**config.mk**
```make
export PLATFORM = sky130hd
export DESIGN_NAME = frame_dispatcher
export DESIGN_NICKNAME = d
export VERILOG_FILES = /design/src/rtl/frame_dispatcher_pkg.sv /design/src/rtl/rdy_edge_sync.sv /design/src/rtl/frame_dispatcher.sv
export SDC_FILE = /design/constraint.sdc
export NUM_CORES = 1
export LEC_CHECK = 0
export ABC_AREA = 1
export CAP_MARGIN = 30
export CORE_MARGIN = 5
export CORE_UTILIZATION = 40
export CTS_CLUSTER_DIAMETER = 50
export DETAILED_ROUTE_END_ITERATION = 12
export PLACE_DENSITY = 0.6
export SYNTH_ARGS = -nofsm -noshare
export SYNTH_HDL_FRONTEND = slang
export SYNTH_SLANG_ARGS = --single-unit
export TNS_END_PERCENT = 30
```
**constraint.sdc**
```tcl
create_clock -name clk -period 4.5 [get_ports clk]
set_clock_uncertainty 0.05 [all_clocks]
set_input_delay 0.45 -clock clk [delete_from_list [all_inputs] [get_ports clk]]
set_output_delay 0.45 -clock clk [all_outputs]
set_load 0.01 [all_outputs]
```
**src/rtl/frame_dispatcher_pkg.sv**
```systemverilog
// -----------------------------------------------------------------------------
// frame_dispatcher_pkg
// Shared definitions for the SPI frame dispatcher: FSM state encoding,
// error-cause codes reported on err_kind, and the default sync marker.
// -----------------------------------------------------------------------------
package frame_dispatcher_pkg;

  typedef enum logic [1:0] {
    ST_HUNT    = 2'd0,
    ST_PAYLOAD = 2'd1,
    ST_CHECK   = 2'd2
  } state_e;

  localparam logic ERR_CHECKSUM = 1'b0;
  localparam logic ERR_TIMEOUT  = 1'b1;

  localparam logic [7:0] DEFAULT_SYNC_BYTE = 8'h55;

endpackage : frame_dispatcher_pkg

```
**src/rtl/rdy_edge_sync.sv**
```systemverilog
// -----------------------------------------------------------------------------
// rdy_edge_sync
// Brings the SPI receiver's byte-ready flag into the clk domain through two
// flops and emits a single-cycle strobe for each rising edge of rdy. A rdy
// held high produces only one strobe.
//
// Ports:
//   clk    in   system clock
//   reset  in   asynchronous active-low reset
//   rdy    in   byte-ready, may be asynchronous to clk
//   strobe out  one-cycle pulse, high in the cycle after rdy is first sampled
// -----------------------------------------------------------------------------
module rdy_edge_sync (
  input  logic clk,
  input  logic reset,
  input  logic rdy,
  output logic strobe
);

  logic rdy_latch_q;
  logic rdy_prev_q;

  // NOTE: sequential state uses non-blocking assignments so every flop samples
  // the pre-edge value of its source; blocking here would collapse the chain.
  always_ff @(posedge clk or negedge reset) begin
    if (!reset) begin
      rdy_latch_q <= 1'b0;
      rdy_prev_q  <= 1'b0;
    end else begin
      rdy_latch_q <= rdy;
      rdy_prev_q  <= rdy_latch_q;
    end
  end

  // Decoded from two flops only, so downstream logic sees a clean pulse.
  assign strobe = rdy_latch_q & ~rdy_prev_q;

endmodule : rdy_edge_sync

```
**src/rtl/frame_dispatcher.sv**
```systemverilog
// -----------------------------------------------------------------------------
// frame_dispatcher
// Hunts for SYNC_BYTE in the SPI byte stream, collects NUM_CH payload bytes
// (plus an optional 8-bit additive checksum) into a shadow array, and commits
// all channels to ch_out on a single edge. Frames stalled longer than
// TIMEOUT_CYC clocks between bytes, or with a bad checksum, are discarded and
// reported on frame_err/err_kind.
//
// Ports:
//   clk          in   system clock
//   reset        in   asynchronous active-low reset
//   buff_rx_spi  in   received byte, stable from rdy rise until consumed
//   rdy          in   byte-ready from SPI receiver (asynchronous)
//   ch_out       out  channel registers, channel i = [8i+7:8i]
//   frame_valid  out  one-cycle pulse on the edge ch_out updates
//   frame_err    out  one-cycle pulse when a frame is discarded
//   err_kind     out  cause of last error (0 checksum, 1 timeout)
//   busy         out  high while inside a frame (PAYLOAD or CHECK)
// -----------------------------------------------------------------------------
module frame_dispatcher
  import frame_dispatcher_pkg::*;
#(
  parameter int unsigned NUM_CH      = 7,
  parameter logic [7:0]  SYNC_BYTE   = DEFAULT_SYNC_BYTE,
  parameter bit          CHK_EN      = 1'b1,
  parameter int unsigned TIMEOUT_CYC = 65535
) (
  input  logic                clk,
  input  logic                reset,
  input  logic [7:0]          buff_rx_spi,
  input  logic                rdy,
  output logic [8*NUM_CH-1:0] ch_out,
  output logic                frame_valid,
  output logic                frame_err,
  output logic                err_kind,
  output logic                busy
);

  localparam int unsigned IDX_W = (NUM_CH > 1) ? $clog2(NUM_CH) : 1;
  localparam int unsigned TMO_W = (TIMEOUT_CYC > 0) ? $clog2(TIMEOUT_CYC + 1) : 1;
  localparam bit          TMO_EN = (TIMEOUT_CYC != 0);

  localparam logic [IDX_W-1:0] LAST_IDX = IDX_W'(NUM_CH - 1);
  // The counter value seen on the edge that would make it reach TIMEOUT_CYC;
  // firing there puts frame_err exactly TIMEOUT_CYC clocks after the strobe.
  localparam logic [TMO_W-1:0] TMO_LAST = TMO_W'((TIMEOUT_CYC > 0) ? TIMEOUT_CYC - 1 : 0);

  logic strobe;

  state_e                state_q;
  logic [IDX_W-1:0]      idx_q;
  logic [7:0]            sum_q;
  logic [TMO_W-1:0]      tmo_cnt_q;
  logic [7:0]            shadow_q [NUM_CH];
  logic [8*NUM_CH-1:0]   ch_out_q;
  logic                  frame_valid_q;
  logic                  frame_err_q;
  logic                  err_kind_q;
  logic                  busy_q;

  logic [7:0]            sum_d;
  logic [8*NUM_CH-1:0]   commit_vec_d;
  logic                  tmo_hit;

  rdy_edge_sync u_rdy_edge_sync (
    .clk    (clk),
    .reset  (reset),
    .rdy    (rdy),
    .strobe (strobe)
  );

  assign sum_d = sum_q + buff_rx_spi;

  // Value ch_out takes on commit. Without a checksum the commit happens on the
  // edge that consumes the last payload byte, so that byte bypasses the shadow.
  // NOTE: every combinational output gets a default first, so no path leaves
  // it unassigned and no latch is inferred.
  always_comb begin
    commit_vec_d = '0;
    for (int i = 0; i < NUM_CH; i++) begin
      commit_vec_d[8*i +: 8] = shadow_q[i];
    end
    if (!CHK_EN) begin
      commit_vec_d[8*(NUM_CH-1) +: 8] = buff_rx_spi;
    end
  end

  // A strobe on the same edge always wins over the timeout.
  assign tmo_hit = TMO_EN && !strobe && (state_q != ST_HUNT) && (tmo_cnt_q == TMO_LAST);

  always_ff @(posedge clk or negedge reset) begin
    if (!reset) begin
      state_q       <= ST_HUNT;
      idx_q         <= '0;
      sum_q         <= 8'h00;
      tmo_cnt_q     <= '0;
      ch_out_q      <= '0;
      frame_valid_q <= 1'b0;
      frame_err_q   <= 1'b0;
      err_kind_q    <= 1'b0;
      busy_q        <= 1'b0;
      // NOTE: the shadow array is only NUM_CH flops wide and has a defined
      // reset value, so it is reset like any other register rather than
      // being left as an uninitialised RAM.
      for (int i = 0; i < NUM_CH; i++) begin
        shadow_q[i] <= 8'h00;
      end
    end else begin
      frame_valid_q <= 1'b0;
      frame_err_q   <= 1'b0;

      if (!TMO_EN || state_q == ST_HUNT || strobe || tmo_hit) begin
        tmo_cnt_q <= '0;
      end else begin
        tmo_cnt_q <= tmo_cnt_q + 1'b1;
      end

      unique case (state_q)
        ST_HUNT: begin
          if (strobe && buff_rx_spi == SYNC_BYTE) begin
            idx_q   <= '0;
            sum_q   <= 8'h00;
            state_q <= ST_PAYLOAD;
            busy_q  <= 1'b1;
          end
        end

        ST_PAYLOAD: begin
          if (strobe) begin
            // Sync-valued bytes land here as ordinary data.
            shadow_q[idx_q] <= buff_rx_spi;
            sum_q           <= sum_d;
            idx_q           <= idx_q + 1'b1;
            if (idx_q == LAST_IDX) begin
              if (CHK_EN) begin
                state_q <= ST_CHECK;
              end else begin
                ch_out_q      <= commit_vec_d;
                frame_valid_q <= 1'b1;
                idx_q         <= '0;
                state_q       <= ST_HUNT;
                busy_q        <= 1'b0;
              end
            end
          end else if (tmo_hit) begin
            frame_err_q <= 1'b1;
            err_kind_q  <= ERR_TIMEOUT;
            idx_q       <= '0;
            state_q     <= ST_HUNT;
            busy_q      <= 1'b0;
          end
        end

        ST_CHECK: begin
          if (strobe) begin
            if (buff_rx_spi == sum_q) begin
              ch_out_q      <= commit_vec_d;
              frame_valid_q <= 1'b1;
            end else begin
              frame_err_q <= 1'b1;
              err_kind_q  <= ERR_CHECKSUM;
            end
            idx_q   <= '0;
            state_q <= ST_HUNT;
            busy_q  <= 1'b0;
          end else if (tmo_hit) begin
            frame_err_q <= 1'b1;
            err_kind_q  <= ERR_TIMEOUT;
            idx_q       <= '0;
            state_q     <= ST_HUNT;
            busy_q      <= 1'b0;
          end
        end

        default: begin
          state_q <= ST_HUNT;
          busy_q  <= 1'b0;
        end
      endcase
    end
  end

  assign ch_out      = ch_out_q;
  assign frame_valid = frame_valid_q;
  assign frame_err   = frame_err_q;
  assign err_kind    = err_kind_q;
  assign busy        = busy_q;

endmodule : frame_dispatcher

```
==> summary.md <==
| Metric | Value |
|---|---|
| Status | finished, final reports clean |
| Root Driver | clkbuf_16 |
| Slew Limit Fails | 0 |
| Worst Max-Slew Pin Slew | 0.706 ns |
| Crit path time final | 2.89 ns |
| Distinct cells, synth | 36 |
| Critical path endpoint category | flop |
| Final core occ | 50.3% |
| Post-CTS setup buffers | 0 |
| Fin crit share | 64.2% |
| Inserted Clock Buffers | 17 |
| Antenna diode count | 0 |
| Die Y | 138 um |
| Drt pass-1 iters | 5 |
| Worst skew pair latency | 0.42 ns |
| Total gr overflow | 0 |
| P_leak | 3.95 nW |
| Crit-path most repeated cell | nor2_1 |
| Post-synthesis mux area share | 0% |
| Setup violators final | 0 |
| Rows | 46 |
| Area of the mapped netlist | 6500 sq um |
| Synth top area share | 56.6% |
| Number of buffers and inverters on the critical path | 2 |
| Sink Count | 147 |
| GR Util All Layers | 16.7% |
| Synth Area in XOR/XNOR | 1.06% |
| Layout cell share with drive strength beyond 1 | 6.39% |
| Vias in the first global route | 4728 |
| Max FO, Critical Path | 39 |
| Starting Density | 40.8% |
| Max cap viols | 0 |
| Power Dens Cells | 458 nW/um^2 |
| I/O pin count | 71 |
| Crit-path leading delay family | buffers and inverters |
| Sequential area share after synthesis | 56.6% |
| Syn avg cell area | 8.71 sq um |
| Area grow syn2layout | 23.4% |
| WL per Instance | 14.1 um |
| CTS tree | yes |
| DRC violations left | 0 |
| Min-delay worst type | flop to flop |
| Post-synthesis simple-gate area fraction | 22.7% |
| Ranking of synthesized cells by area | dfrtp_1 (57%), nand2_1 (14%), o21ai_0 (7.1%) |
| Compound-Gate Fraction of Synth Area | 9.23% |
| Leading area contributor after synthesis | dfrtp_1 |
| Initial DRC Count | 256 |
| FFs w/ async S/R, synth | 100% |
| Slew headroom | 52.8% |
| DRT Wirelength | 14700 um |
| Via density | 4.73 |
| Yosys Warn Count | 0 |
| Post-synthesis adder-cell area fraction | 3.39% |
| Core area | 15900 sq um |
| # fillers | 1540 |
| FF+latch count, synth | 147 |
| CTS H-Tree Depth | 4 |
| Final nets | 846 |
| FMAX | 346 MHz |
| Top_reg_cell synth | dfrtp_1 |
| Die Area | 18900 sq um |
| Setup_tns | 0 ns |
| Post-synth EDFFs | 0 |
| Chip width | 138 um |
| Count leader, synth | nand2_1 |
| Input/output buffers | 70 |
| Largest net degree at the start of global routing | 72 |
| Syn Nets | 775 |
| DP Wirelength | 10300 um |
| RSZ-0062 raised after global routing | false |
| Dpl ws | 1.19 ns |
| DRT antenna net count | 0 |
| Setup Crit Path Kind | input pin to flop |
| VDD IR max | 0.000265 V |
| Max stage delay on crit path | 0.78 ns |
| Most frequent cells after synthesis | nand2_1 (248), dfrtp_1 (147), o21ai_0 (92), inv_1 (84), nor2_1 (52) |
| Setup slack after layout | 1.61 ns |
| Crit-path slowest cell | clkdlybuf4s50_1 |
| Final Hold Vio Count | 0 |
| Hold_ws | 0.351 ns |
| Gpl congestion | 0.826 |
| Longest Clk Path Bufs | 2 |
| Critical path cell sequence | clkdlybuf4s50_1 -> ha_1 -> nor2_1 -> nand2_1 -> nor2_2 -> nand3_2 -> buf_4 -> nand2_1 -> nor2_1 -> nor2_1 -> nor2_1 |
| Syn Inst Count | 747 |
| Global-route wire length before repair | 24300 um |
| Worst Path Required | 4.76 ns |
| Combinational family with the most area after synthesis | simple AND/OR/NAND/NOR gates |
| Initial antenna violation count | 0 |
| Post-CTS sizing | 0 |
| Worst-path clk slew | 0.06 ns |
| Via count | 4941 |
| Worst path arrival time | 3.15 ns |
| Crit start category | input pin |
==> path summary, 6_finish.rpt <==
check                                                 startpoint                                    to  slack [ns]  cells past startpoint
min in group asynchronous                                  reset                ch_out[40]$_DFFE_PN0N_        0.49                      2
min reg2reg                u_rdy_edge_sync.rdy_latch_q$_DFF_PN0_  u_rdy_edge_sync.rdy_prev_q$_DFF_PN0_        0.35                      0
max reg2reg                                 sum_q[3]$_DFFE_PN0P_                  err_kind$_DFFE_PN0P_        2.00                     10
min                        u_rdy_edge_sync.rdy_latch_q$_DFF_PN0_  u_rdy_edge_sync.rdy_prev_q$_DFF_PN0_        0.35                      0
max in group asynchronous                                  reset                tmo_cnt_q[8]$_DFF_PN0_        3.13                      3
max                                               buff_rx_spi[6]                  err_kind$_DFFE_PN0P_        1.61                     11
==> area by class of cell <==
cell class	count	area, sq um	area share (%)
tap	216	270	3.37
multi-input combinational	490	2360	29.5
inverter	86	328	4.09
clock inverter	9	153	1.90
sequential	147	3680	45.9
timing repair buffer	76	769	9.59
clock buffer	21	460	5.74
==> worst register-to-register path, cell delays in order (launching register included) <==
cell and delay [ns]:
dfrtp_1 0.38, ha_1 0.38, nor2_1 0.14, nand2_1 0.07
nor2_2 0.14, nand3_2 0.48, buf_4 0.47, nand2_1 0.11
nor2_1 0.04, nor2_1 0.10, nor2_1 0.05
==> sequential cells by signal, summed over array words and instances (netlist names), 2 cells and up <==
signal	cells
sum_q	8
state_q	2
ch_out	56
commit_vec_d	56
tmo_cnt_q	16
idx_q	3
==> what timing repair did <==
item,CTS,global route
hold buffers,1,0
hold endpoints to repair,45,0
endpoints found under the setup margin,0,0
==> where the power goes <==
part | total, mW | switching [mW] | leakage [nW] | internal [mW]
combinational | 0.686 | 0.438 | 1.87 | 0.248
clock | 1.48 | 0.527 | 0.304 | 0.952
sequential | 1.51 | 0.0685 | 1.77 | 1.44
total | 3.68 | 1.03 | 3.95 | 2.64
==> per-stage QoR <==
stage | cells | total power, mW | area [sq um]
3_5_place_dp | 1014 | 2.22 | 7400
4_1_cts | 1045 | 3.72 | 8020
6_report | 1045 | 3.68 | 8020
2_1_floorplan | 747 | 1.98 | 6500
3_3_place_gp | 1013 | 2.21 | 7370
5_1_grt | 1045 | 3.89 | 8020
==> layer usage <==
layer	wire [um]	GRT usage [%]	vias up	part of all wire [%]
li1	-	-	2481	-
met1	6860	22.5	2357	47
met2	7040	26.7	90	48
met3	655	4.16	13	4.4
met4	170	5.10	0	1.2
met5	0	0	-	0
==> cell usage in the layout, fill, tap and decap left out, types with 2 or more instances in the layout <==
| cell | n |
|---|---|
| o21ai_0 | 92 |
| nor2_1 | 52 |
| ha_1 | 16 |
| nor3_1 | 4 |
| nor3_4 | 3 |
| clkdlybuf4s50_1 | 69 |
| xor2_1 | 4 |
| bufinv_16 | 4 |
| nor2_4 | 3 |
| nand4_2 | 2 |
| inv_1 | 84 |
| nand3_1 | 23 |
| nand2_4 | 2 |
| nor3b_1 | 2 |
| a21oi_1 | 9 |
| nand4_1 | 3 |
| nand2_2 | 2 |
| buf_4 | 4 |
| clkbuf_8 | 2 |
| dfrtp_1 | 147 |
| clkbuf_1 | 2 |
| clkinv_2 | 3 |
| nand2_1 | 248 |
| xnor2_1 | 2 |
| clkbuf_16 | 17 |
| o21ai_1 | 11 |
| inv_6 | 2 |
| o21ai_2 | 2 |
==> cells by family after synthesis <==
kind of cell | after synthesis
and+or+nand+nor | 349
DFF | 147
AOI/OAI and AO/OA | 117
buffers and inverters | 110
adders and majority gates | 17
xor gates and xnor gates | 7
(Power assumes the default switching activity.)
